## config.mk

```make
export PLATFORM = sky130hd
export DESIGN_NAME = alu_issue_seq
export DESIGN_NICKNAME = d
export VERILOG_FILES = /design/src/rtl/alu_issue_seq.sv
export SDC_FILE = /design/constraint.sdc
export NUM_CORES = 1
export LEC_CHECK = 0
export ABC_AREA = 1
export CAP_MARGIN = 20
export CORE_MARGIN = 10
export CORE_UTILIZATION = 30
export CTS_CLUSTER_DIAMETER = 100
export DETAILED_ROUTE_END_ITERATION = 6
export PLACE_DENSITY = 0.78
export SKIP_CTS_REPAIR_TIMING = 1
export SYNTH_ARGS = -nofsm -noshare
export SYNTH_HDL_FRONTEND = slang
export SYNTH_SLANG_ARGS = --single-unit
```

## constraint.sdc

```tcl
create_clock -name clk -period 1.4 [get_ports clk]
set_clock_uncertainty 0.1 [all_clocks]
set_input_delay 0.14 -clock clk [delete_from_list [all_inputs] [get_ports clk]]
set_output_delay 0.14 -clock clk [all_outputs]
set_load 0.005 [all_outputs]
```

## src/rtl/alu_issue_seq.sv

```systemverilog
// rtl/alu_issue_seq.sv - single-issue sequencer feeding an 8-bit ALU, with a 4x8 register file, flags and a result channel
// Optional retired/illegal counters are compiled in with ALU_ISSUE_SEQ_PERF_EN.
module alu_issue_seq #(
    parameter logic [7:0] REG_RST_VAL      = 8'h00,
    parameter bit         STALL_ON_ILLEGAL = 1'b0
) (
    input  logic        clk,
    input  logic        rst,
    input  logic        in_valid,
    output logic        in_ready,
    input  logic [15:0] in_instr,
    output logic [7:0]  alu_a,
    output logic [7:0]  alu_b,
    output logic        alu_cin,
    output logic [3:0]  alu_opcode,
    output logic [2:0]  alu_shift_amt,
    input  logic [7:0]  alu_res,
    input  logic        alu_cout,
    input  logic        alu_zero,
    input  logic        alu_sign,
    input  logic        alu_overflow,
    output logic        out_valid,
    input  logic        out_ready,
    output logic [7:0]  out_res,
    output logic [3:0]  out_flags,
    output logic        out_illegal,
    output logic [3:0]  flags
`ifdef ALU_ISSUE_SEQ_PERF_EN
    ,
    output logic [15:0] retired_cnt,
    output logic [7:0]  illegal_cnt
`endif
);

    typedef enum logic [1:0] {IDLE, EXEC, RESP} state_t;

    state_t      state;
    state_t      state_nxt;
    logic [7:0]  regs [4];
    logic [15:0] ir;
    logic        halt;
    logic [7:0]  res_q;
    logic [3:0]  oflags_q;
    logic        ill_q;

    logic [3:0]  op;
    logic [1:0]  rd;
    logic [1:0]  ra;
    logic [1:0]  rb;
    logic        is_arith;
    logic        is_logic;
    logic        is_shift;
    logic        is_ldi;
    logic        is_ill;
    logic        wr_en;
    logic [7:0]  wr_val;
    logic [3:0]  flags_nxt;

    assign op = ir[15:12];
    assign rd = ir[11:10];
    assign ra = ir[9:8];
    assign rb = ir[7:6];

    assign is_arith = (op == 4'h0) || (op == 4'h1) || (op == 4'h6) || (op == 4'h7);
    assign is_logic = (op >= 4'h2) && (op <= 4'h5);
    assign is_shift = (op[3:2] == 2'b10);
    assign is_ldi   = (op == 4'hC);
    assign is_ill   = (op >= 4'hD);

    assign out_res     = res_q;
    assign out_flags   = oflags_q;
    assign out_illegal = ill_q;

    always_ff @(posedge clk or posedge rst) begin
        if (rst) begin
            state <= IDLE;
        end else begin
            state <= state_nxt;
        end
    end

    always_comb begin
        state_nxt     = state;
        in_ready      = 1'b0;
        out_valid     = 1'b0;
        alu_a         = 8'h00;
        alu_b         = 8'h00;
        alu_cin       = 1'b0;
        alu_opcode    = 4'h0;
        alu_shift_amt = 3'd0;
        unique case (state)
            IDLE: begin
                in_ready = !halt;
                if (in_valid && !halt) begin
                    state_nxt = EXEC;
                end
            end
            EXEC: begin
                alu_a         = regs[ra];
                alu_b         = regs[rb];
                alu_cin       = ir[2] ? flags[3] : 1'b0;
                alu_opcode    = op;
                alu_shift_amt = ir[5:3];
                state_nxt     = RESP;
            end
            RESP: begin
                out_valid = 1'b1;
                if (out_ready) begin
                    state_nxt = IDLE;
                end
            end
            default: state_nxt = IDLE;
        endcase
    end

    // Write-back value and flag merge per opcode class; flags are {C,V,S,Z}.
    always_comb begin
        wr_en     = 1'b0;
        wr_val    = alu_res;
        flags_nxt = flags;
        if (is_arith) begin
            wr_en     = 1'b1;
            flags_nxt = {alu_cout, alu_overflow, alu_sign, alu_zero};
        end else if (is_logic) begin
            wr_en     = 1'b1;
            flags_nxt = {flags[3], 1'b0, alu_sign, alu_zero};
        end else if (is_shift) begin
            wr_en     = 1'b1;
            flags_nxt = {flags[3:2], alu_sign, alu_zero};
        end else if (is_ldi) begin
            wr_en     = 1'b1;
            wr_val    = ir[7:0];
        end
    end

    always_ff @(posedge clk or posedge rst) begin
        if (rst) begin
            for (int i = 0; i < 4; i++) begin
                regs[i] <= REG_RST_VAL;
            end
            flags    <= 4'h0;
            halt     <= 1'b0;
            ir       <= 16'h0000;
            res_q    <= 8'h00;
            oflags_q <= 4'h0;
            ill_q    <= 1'b0;
        end else begin
            if (state == IDLE && in_valid && in_ready) begin
                ir <= in_instr;
            end
            if (state == EXEC) begin
                if (wr_en) begin
                    regs[rd] <= wr_val;
                end
                flags    <= flags_nxt;
                res_q    <= wr_en ? wr_val : 8'h00;
                oflags_q <= flags_nxt;
                ill_q    <= is_ill;
                if (is_ill && STALL_ON_ILLEGAL) begin
                    halt <= 1'b1;
                end
            end
        end
    end

`ifdef ALU_ISSUE_SEQ_PERF_EN
    always_ff @(posedge clk or posedge rst) begin
        if (rst) begin
            retired_cnt <= 16'h0000;
            illegal_cnt <= 8'h00;
        end else if (out_valid && out_ready) begin
            if (retired_cnt != 16'hFFFF) begin
                retired_cnt <= retired_cnt + 16'd1;
            end
            if (ill_q && illegal_cnt != 8'hFF) begin
                illegal_cnt <= illegal_cnt + 8'd1;
            end
        end
    end
`endif

endmodule

```

==> impl_metrics.toml <==
[critical_path]
reg2reg_to = "out_flags[3]"
critPathLaunchType = "flop"
slowest_stage = "dfrtp_1"
reg2regPathDepth = 7
worst-setup-path-type = "flop to output port"
crit_path_end = "alu_a[7]"
r2r_start = "state[1]"
slowest_delay_ns = 0.39
crit_path_max_fanout = 8
worstPathCellList = "inv_2 -> nand2_4 -> buf_12 -> nor2_4 -> clkbuf_2"
cp.required_ns = 1.16
worst_setup_path_end_kind = "output port"
crit_path_start = "state[1]"
worstPathArrival_ns = 1.18
ff2ff_setup_slack_ns = 0.16

[yosys]
netlist_area_um2 = 805.8
yosysWarnings = 1
ys_ff_latch = 14
yosysUniqueCellTypes = 10
synth_cells = 101
ys_seq_area_share_pct = 43.48
syn_avg_cell_area_um2 = 7.978

[sta]
finalSetupViolations = 3
finalMaxSlewViolations = 0
tns_ns = -0.04012
fin_crit_ns = 1.420
hold_violations = 0
setup_slack_ns = -0.01970
whs_ns = 0.05169
finalCritPeriodShare_pct = 101.4
rsz0062_at_grt = "true"
max_freq_mhz = 704.4

[cts]
cts_tree = "yes"
clk_latency_ns = 0.27
numCtsBuffers = 3
cts_max_level = 1
clk_pin_slew_worst_paths_ns = 0.08
cts_root_buf = "clkbuf_4"
clock-sinks = 14
clock_path_buffers = 2

[global_routing]
grt_max_degree = 16
grt_antenna_before_repair = 0
grt_use_total_pct = 8.783
grt_pass1_wl_mm = 3.726
top_usage_layer = "met2"
grt_util_met2_pct = 14.80
met1_usage_pct = 8.142
grt_util_met3_pct = 6.612
overflow = 0
grt_pass1_vias = 761

[die]
pin_count = 75
die_h_um = 71.83
dieArea_mm2 = 0.005159
fp.dieW_um = 71.83
start_util_pct = 31.94
core-area_mm2 = 0.002522
row_count = 18

[drt]
remaining_drc_errors = 0
drt_iter0_drc = 38
vias = 795
wl_per_cell_um = 13.90
first_pass_iters = 4
antenna_left = 0
detail_route.wirelength_mm = 2.669
avgViaCountPerCell = 4.141

[final_layout]
ff_latch_area_um2 = 350.3
multi_input_area_um2 = 305.3
mostFrequentLayoutCells = "25 x nand2_1, 25 x buf_4, 17 x dlymetal6s2s_1, 14 x clkdlybuf4s50_1, 14 x dfrtp_1"
num_antenna_cells = 0
final_layout_size_suffix_gt1_share_pct = 34.57
layout.nets = 196
post-route-cell-area_mm2 = 0.001439
final_util_pct = 57.04
area_delta_synth_final_pct = 78.57
fillers = 244

[flow_run]
drv_cap = 0

[power]
p_leak_nw = 0.9449
power_density_mw_per_mm2 = 921.8
ir_worst_vdd_uv = 515.3

[status]
run_status = "finished with violations"
violations = "negative setup slack"

[placement]
preCtsSetupSlack_ns = -0.2031
dp_hpwl_mm = 1.893
gp_congestion = 0.6889
port_buffers = 47
dpl-instance-area_mm2 = 0.001224

[worst_hold_path]
hold_class = "input pin to asynchronous set/reset pin"
## state kept, by name, indices dropped and copies added (netlist names)
signal,flops
out_flags,4
regs,8
state,2
## worst min-delay path by stage
stage	start	endpoint	slack, ns	depth (start not counted)
global placement	rst	out_flags[1]	0.33	3
floorplan	rst	out_flags[0]	-0.07	1
detailed placement	rst	out_flags[1]	0.35	3
CTS	rst	out_flags[1]	0.05	3
finish	rst	out_flags[1]	0.05	3
global route	rst	out_flags[0]	0.08	3
## critical path: cells and delay by family, from the launching register on
family                 cells  cell delay (ns)
and+or+nand+nor            2             0.16
buffers and inverters      3             0.36
DFF                        1             0.39
## Yosys cell counts
library cell / instances / area (um2)
nand3_1: 13 / 65.06
buf_4: 24 / 180.2
nand2_1: 25 / 93.84
buf_6: 2 / 22.52
dfrtp_1: 14 / 350.3
nor2_2: 2 / 12.51
nor2_1: 7 / 26.28
conb_1: 1 / 3.750
nand2_2: 1 / 6.260
inv_1: 12 / 45.04
## area by class of cell
type | instances | share of cell area, %
flip-flops and latches | 14 | 24.35
multi-input cells | 59 | 21.22
clock buffers | 3 | 1.565
inverters | 12 | 3.130
well taps | 30 | 2.609
repair buffers | 74 | 47.13
## through the flow
step / power, W / std cells
4_1_cts: 0.001219 / 175
2_1_floorplan: 0.0007412 / 111
5_1_grt: 0.001429 / 192
3_5_place_dp: 0.001003 / 172
3_3_place_gp: 0.0009869 / 172
6_report: 0.001326 / 192
## routing by layer
metal	vias up	part of all wire, %
li1	390	-
met1	363	33
met2	40	53
met3	2	13
met4	0	0.45
met5	-	0
## logic make-up (layout without fill, tap and decap cells)
family	count (synthesis)	after routing	share of synthesized area [%]
AND/OR/NAND/NOR	48	48	25.31
buffers and inverters	38	89	30.74
flip-flops	14	14	43.48
other	1	11	0.4654
## where the power goes
group          internal [W]  switching, W  total (W)
clock network     0.0000994      0.000121   0.000220
registers          0.000466     0.0000402   0.000507
logic              0.000352      0.000247   0.000599
(Power assumes the default switching activity.)
